[src/rtl/div_arbiter.sv]
// div_arbiter: round-robin arbiter sharing one 40-bit divider among NREQ
// requesters, with a single operation in flight and a timeout on the divider.
//
// Ports:
//   clk, rst            clock, synchronous active-high reset
//   req                 per-requester request, held until acked
//   req_dividend        flat dividends, 40 bits per requester
//   req_divisor         flat divisors, 41 bits per requester
//   ack                 one-hot acceptance pulse (ISSUE cycle)
//   div_start           one-cycle start pulse to the divider (ISSUE cycle)
//   div_dividend/div_divisor  latched operands, stable from ISSUE through WAIT
//   div_quotient/div_done     divider result and its completion pulse
//   resp_valid/resp_ready     response handshake
//   resp_id/resp_quotient/resp_err  response payload
module div_arbiter #(
  parameter int unsigned NREQ    = 4,
  parameter int unsigned ID_W    = 2,
  parameter int unsigned TIMEOUT = 64
) (
  input  logic                 clk,
  input  logic                 rst,
  input  logic [NREQ-1:0]      req,
  input  logic [NREQ*40-1:0]   req_dividend,
  input  logic [NREQ*41-1:0]   req_divisor,
  output logic [NREQ-1:0]      ack,
  output logic                 div_start,
  output logic [39:0]          div_dividend,
  output logic [40:0]          div_divisor,
  input  logic [39:0]          div_quotient,
  input  logic                 div_done,
  output logic                 resp_valid,
  input  logic                 resp_ready,
  output logic [ID_W-1:0]      resp_id,
  output logic [39:0]          resp_quotient,
  output logic                 resp_err
);

  localparam int unsigned CNT_W = $clog2(TIMEOUT + 1);

  typedef enum logic [1:0] {IDLE, ISSUE, WAIT, RESP} state_e;

  state_e            state_q;
  logic [ID_W-1:0]   ptr_q;
  logic [CNT_W-1:0]  cnt_q;
  logic [NREQ-1:0]   ack_q;
  logic              div_start_q;
  logic [39:0]       dvd_q;
  logic [40:0]       dvs_q;
  logic              resp_valid_q;
  logic [ID_W-1:0]   resp_id_q;
  logic [39:0]       resp_quotient_q;
  logic              resp_err_q;

  // Arbitration result for the current cycle
  logic              hi_vld, lo_vld;
  logic [ID_W-1:0]   hi_idx, lo_idx;
  logic              arb_vld;
  logic [ID_W-1:0]   arb_idx;
  logic [ID_W-1:0]   ptr_d;
  logic [NREQ-1:0]   arb_onehot;
  logic [39:0]       arb_dvd;
  logic [40:0]       arb_dvs;

  // Round-robin scan from ptr with wrap-around, done as two priority scans:
  // lowest set bit at or above ptr wins; otherwise lowest set bit overall.
  always_comb begin
    hi_vld = 1'b0;
    lo_vld = 1'b0;
    hi_idx = '0;
    lo_idx = '0;
    for (int unsigned i = 0; i < NREQ; i++) begin
      if (req[i] && !hi_vld && (i >= 32'(ptr_q))) begin
        hi_vld = 1'b1;
        hi_idx = ID_W'(i);
      end
      if (req[i] && !lo_vld) begin
        lo_vld = 1'b1;
        lo_idx = ID_W'(i);
      end
    end
  end

  always_comb begin
    arb_vld    = lo_vld;
    arb_idx    = hi_vld ? hi_idx : lo_idx;
    ptr_d      = (arb_idx == ID_W'(NREQ - 1)) ? '0 : arb_idx + ID_W'(1);
    arb_onehot = '0;
    arb_dvd    = '0;
    arb_dvs    = '0;
    for (int unsigned i = 0; i < NREQ; i++) begin
      if (i == 32'(arb_idx)) begin
        arb_onehot[i] = 1'b1;
        arb_dvd       = req_dividend[40*i +: 40];
        arb_dvs       = req_divisor[41*i +: 41];
      end
    end
  end

  always_ff @(posedge clk) begin
    if (rst) begin
      state_q         <= IDLE;
      ptr_q           <= '0;
      cnt_q           <= '0;
      ack_q           <= '0;
      div_start_q     <= 1'b0;
      dvd_q           <= '0;
      dvs_q           <= '0;
      resp_valid_q    <= 1'b0;
      resp_id_q       <= '0;
      resp_quotient_q <= '0;
      resp_err_q      <= 1'b0;
    end else begin
      ack_q       <= '0;
      div_start_q <= 1'b0;
      case (state_q)
        IDLE: begin
          if (arb_vld) begin
            dvd_q       <= arb_dvd;
            dvs_q       <= arb_dvs;
            resp_id_q   <= arb_idx;
            ptr_q       <= ptr_d;
            ack_q       <= arb_onehot;
            div_start_q <= 1'b1;
            state_q     <= ISSUE;
          end
        end
        ISSUE: begin
          cnt_q   <= '0;
          state_q <= WAIT;
        end
        WAIT: begin
          // A completion in the last allowed cycle beats the timeout
          if (div_done) begin
            resp_quotient_q <= div_quotient;
            resp_err_q      <= 1'b0;
            resp_valid_q    <= 1'b1;
            state_q         <= RESP;
          end else if (cnt_q == CNT_W'(TIMEOUT - 1)) begin
            resp_quotient_q <= '0;
            resp_err_q      <= 1'b1;
            resp_valid_q    <= 1'b1;
            state_q         <= RESP;
          end else begin
            cnt_q <= cnt_q + CNT_W'(1);
          end
        end
        RESP: begin
          if (resp_ready) begin
            resp_valid_q <= 1'b0;
            state_q      <= IDLE;
          end
        end
      endcase
    end
  end

  assign ack           = ack_q;
  assign div_start     = div_start_q;
  assign div_dividend  = dvd_q;
  assign div_divisor   = dvs_q;
  assign resp_valid    = resp_valid_q;
  assign resp_id       = resp_id_q;
  assign resp_quotient = resp_quotient_q;
  assign resp_err      = resp_err_q;

endmodule
[config.mk]
export PLATFORM = sky130hd
export DESIGN_NAME = div_arbiter
export DESIGN_NICKNAME = d
export VERILOG_FILES = /design/src/rtl/div_arbiter.sv
export SDC_FILE = /design/constraint.sdc
export NUM_CORES = 1
export LEC_CHECK = 0
export ABC_AREA = 1
export CAP_MARGIN = 20
export CORE_AREA = 2 2 196 198
export CTS_CLUSTER_DIAMETER = 150
export CTS_CLUSTER_SIZE = 28
export DETAILED_ROUTE_END_ITERATION = 12
export DIE_AREA = 0 0 198 200
export PLACE_DENSITY = 0.53
export RECOVER_POWER = 100
export SETUP_SLACK_MARGIN = 0.05
export SLEW_MARGIN = 5
export SYNTH_ARGS = -nofsm -noshare
export SYNTH_HDL_FRONTEND = slang
export SYNTH_SLANG_ARGS = --single-unit
[constraint.sdc]
create_clock -name clk -period 3.39 [get_ports clk]
set_clock_uncertainty 0.1 [all_clocks]
set_input_delay 0.8475 -clock clk [delete_from_list [all_inputs] [get_ports clk]]
set_output_delay 0.8475 -clock clk [all_outputs]
set_load 0.01 [all_outputs]
==> impl_metrics.json <==
{
  "status": "finished with violations",
  "violations": "max-capacitance violations, max-slew violations",
  "layout.nets": 1913,
  "dp_cells": 2023,
  "cp_max_fo": 10,
  "pre_cts_slack_ns": -0.0329,
  "setup_violations": 0,
  "slew_headroom_pct": -23.4,
  "fmax_mhz": 333,
  "worstHoldPathType": "reg2reg",
  "via_per_inst": 4.76,
  "cp.arrival_ns": 3.27,
  "cts_tree": "yes",
  "avgRoutedWirePerCell_um": 20.5,
  "clock_latency_ns": 0.44,
  "whs_endpoint": "resp_err",
  "synth_area_per_cell_um2": 7.06,
  "power.density_nw_per_um2": 754,
  "min_period_over_period_pct": 88.6,
  "cts.clk_slew.worst_paths_ns": 0.07,
  "die_w_um": 198,
  "synth.most_common_cell": "a21oi_1",
  "ys_top_cells_by_count": "a21oi_1 (267), nand3_1 (159), dfxtp_1 (141), nand2_1 (134), o21ai_0 (66)",
  "area_growth_pct": 82.2,
  "rsz0062_at_grt": "false",
  "cts-resized-gates": 0,
  "firstDrtPassIters": 5,
  "drt_iter0_drc": 422,
  "r2r_start": "state_q[0]",
  "remaining_drc_errors": 0,
  "r2r_cells": 6,
  "grt_pass1_vias": 9781,
  "multi_input_area_um2": 4150,
  "wl_um": 42300,
  "cts_root_buf": "clkbuf_16",
  "async_flop_share_pct": 0,
  "vias": 9805,
  "fin_ws_ns": 0.385,
  "gp_congestion": 0.936,
  "reg2reg_to": "resp_quotient[21]",
  "leakage_nw": 5.42,
  "maxCapViolCount": 1,
  "ys_types": 29,
  "synth_cells": 1075,
  "startpoint": "req[1]",
  "io_buffers": 501,
  "min_period_ns": 3.01,
  "worst_setup_path_start_kind": "input port",
  "grt_max_degree": 86,
  "hold_path_depth": 2,
  "maxSlewViolCount": 42,
  "drive_gt1_share_pct": 5.57,
  "final_cells": 2062,
  "cts_sinks": 141,
  "cts-htree-levels": 4,
  "irDropWorstVdd_mv": 0.511,
  "ys_seq_area_share_pct": 37.2,
  "syn-cell-area_um2": 7590,
  "antenna_found_initial": 7,
  "required_ns": 3.66,
  "cts_buffers": 17,
  "yosysTopAreaCell": "dfxtp_1",
  "ios": 502,
  "fin_hold_ws_ns": 0.361,
  "ant_nets": 0,
  "synthTopCellsByArea": "dfxtp_1 (37%), a21oi_1 (18%), nand3_1 (10%)",
  "synth_edf_count": 0,
  "postCtsSetupBuffers": 0,
  "grt_usage_pct": 20.8,
  "grt_first_pass_wirelength_um": 61400,
  "placementRows": 71,
  "final_core_util_pct": 37.0,
  "die_area_um2": 39600,
  "synth-seq-cells": 141,
  "endpoint_kind": "flip-flop",
  "r2r_slack_ns": 0.55,
  "postCtsHoldBufs": 0,
  "syn-num-nets": 1457,
  "core_area_um2": 37400,
  "yosysWarnings": 0,
  "place.detailed.hpwl_um": 30500,
  "clock_path_buffers": 2,
  "synth_top_area_share_pct": 37.2,
  "synth-main-ff-cell": "dfxtp_1",
  "crit_type": "in2reg",
  "hold_violations": 0,
  "min-delay-start": "resp_err",
  "fillers": 3942,
  "grt_overflow_total": 0,
  "seq_area_um2": 2820,
  "dieHeight_um": 200,
  "tightest_slew_ns": 1.85,
  "initial_utilization_pct": 20.3,
  "p_total_mw": 10.4
}
==> per-layer routing <==
metal	GRT usage, %	vias up	wire [um]	part of all wire [%]
met5	0	-	0	0
met4	8.88	0	1370	3.2
met3	6.40	73	3330	7.9
met2	34.6	404	20300	48
met1	24.8	4593	17300	41
li1	-	4735	-	-
==> flip-flops by register name, indices dropped and copies added, names as in the netlist <==
name and cells:
div_divisor 41, div_dividend 40, resp_quotient 40, cnt_q 7, ack 4, ptr_q 2, resp_id 2, state_q 2
div_start 1, resp_err 1, resp_valid 1
==> kinds of logic (layout without fill, tap and decap cells) <==
logic type               count (synthesis)  count (layout)  share of synthesized area [%]
adder cells (fa/ha/maj)                 10              10                           1.65
buffers and inverters                  131             600                           8.29
XOR/XNOR                                 2               2                          0.231
other                                    0               7                              0
flip-flops                             141             141                           37.2
AO/OA/AOI/OAI                          465             465                           33.2
AND/OR/NAND/NOR                        326             326                           19.4
==> where the power goes <==
group,total [mW],internal (mW),switching [mW]
Combinational,5.89,2.55,3.34
Sequential,2.57,2.27,0.300
Clock,1.97,1.11,0.866
Total,10.4,5.92,4.50
==> stage by stage <==
step	TNS, ns	area, um^2
6_report	0	13800
5_1_grt	0	13800
4_1_cts	0	13900
3_5_place_dp	-0.0329	13300
3_3_place_gp	-0.0144	13300
2_1_floorplan	0	7590
==> cell type report <==
class | count | area share (%)
repair buffers | 543 | 39.8
diodes | 7 | 0.127
clock inverters | 13 | 1.14
well taps | 511 | 4.62
multi-input cells | 803 | 30.0
inverters | 25 | 0.715
clock buffers | 19 | 3.13
flip-flops and latches | 141 | 20.4
==> worst max path at each step <==
stage                  endpoint  cells after the start
2_1_floorplan  div_dividend[10]                     12
3_3_place_gp     div_divisor[0]                     13
3_5_place_dp     div_divisor[0]                     13
4_1_cts          div_divisor[0]                     13
5_1_grt          div_divisor[8]                     13
6_report         div_divisor[8]                     13
==> cell usage in the layout (no fill, tap or decap), types with 3 or more instances in the layout <==
cell	synthesis	layout
nor2_1	20	22
nand2_1	134	136
clkinvlp_4	0	3
a21oi_1	267	267
dfxtp_1	141	141
inv_6	0	4
nand3_1	159	159
nor3_1	3	3
o21ai_0	66	95
clkbuf_16	0	17
inv_2	6	3
o21ai_1	56	27
ha_1	10	6
o211ai_1	52	52
ha_4	0	3
buf_4	5	24
clkdlybuf4s50_1	0	369
inv_1	19	19
a21o_1	22	22
diode_2	0	7
buf_12	0	15
dlygate4sd3_1	0	131
clkbuf_1	40	3
==> critical path, stage by stage <==
cell and delay [ns]:
dlygate4sd3_1 0.60, o21bai_1 0.18, nand2_1 0.07, nand3_1 0.09, nand2_1 0.18, inv_1 0.14
ha_4 0.22, inv_2 0.18, clkbuf_2 0.31, o21ai_0 0.11, o21ai_0 0.15, nand2_1 0.07
a21oi_1 0.12
(Power assumes the default switching activity.)
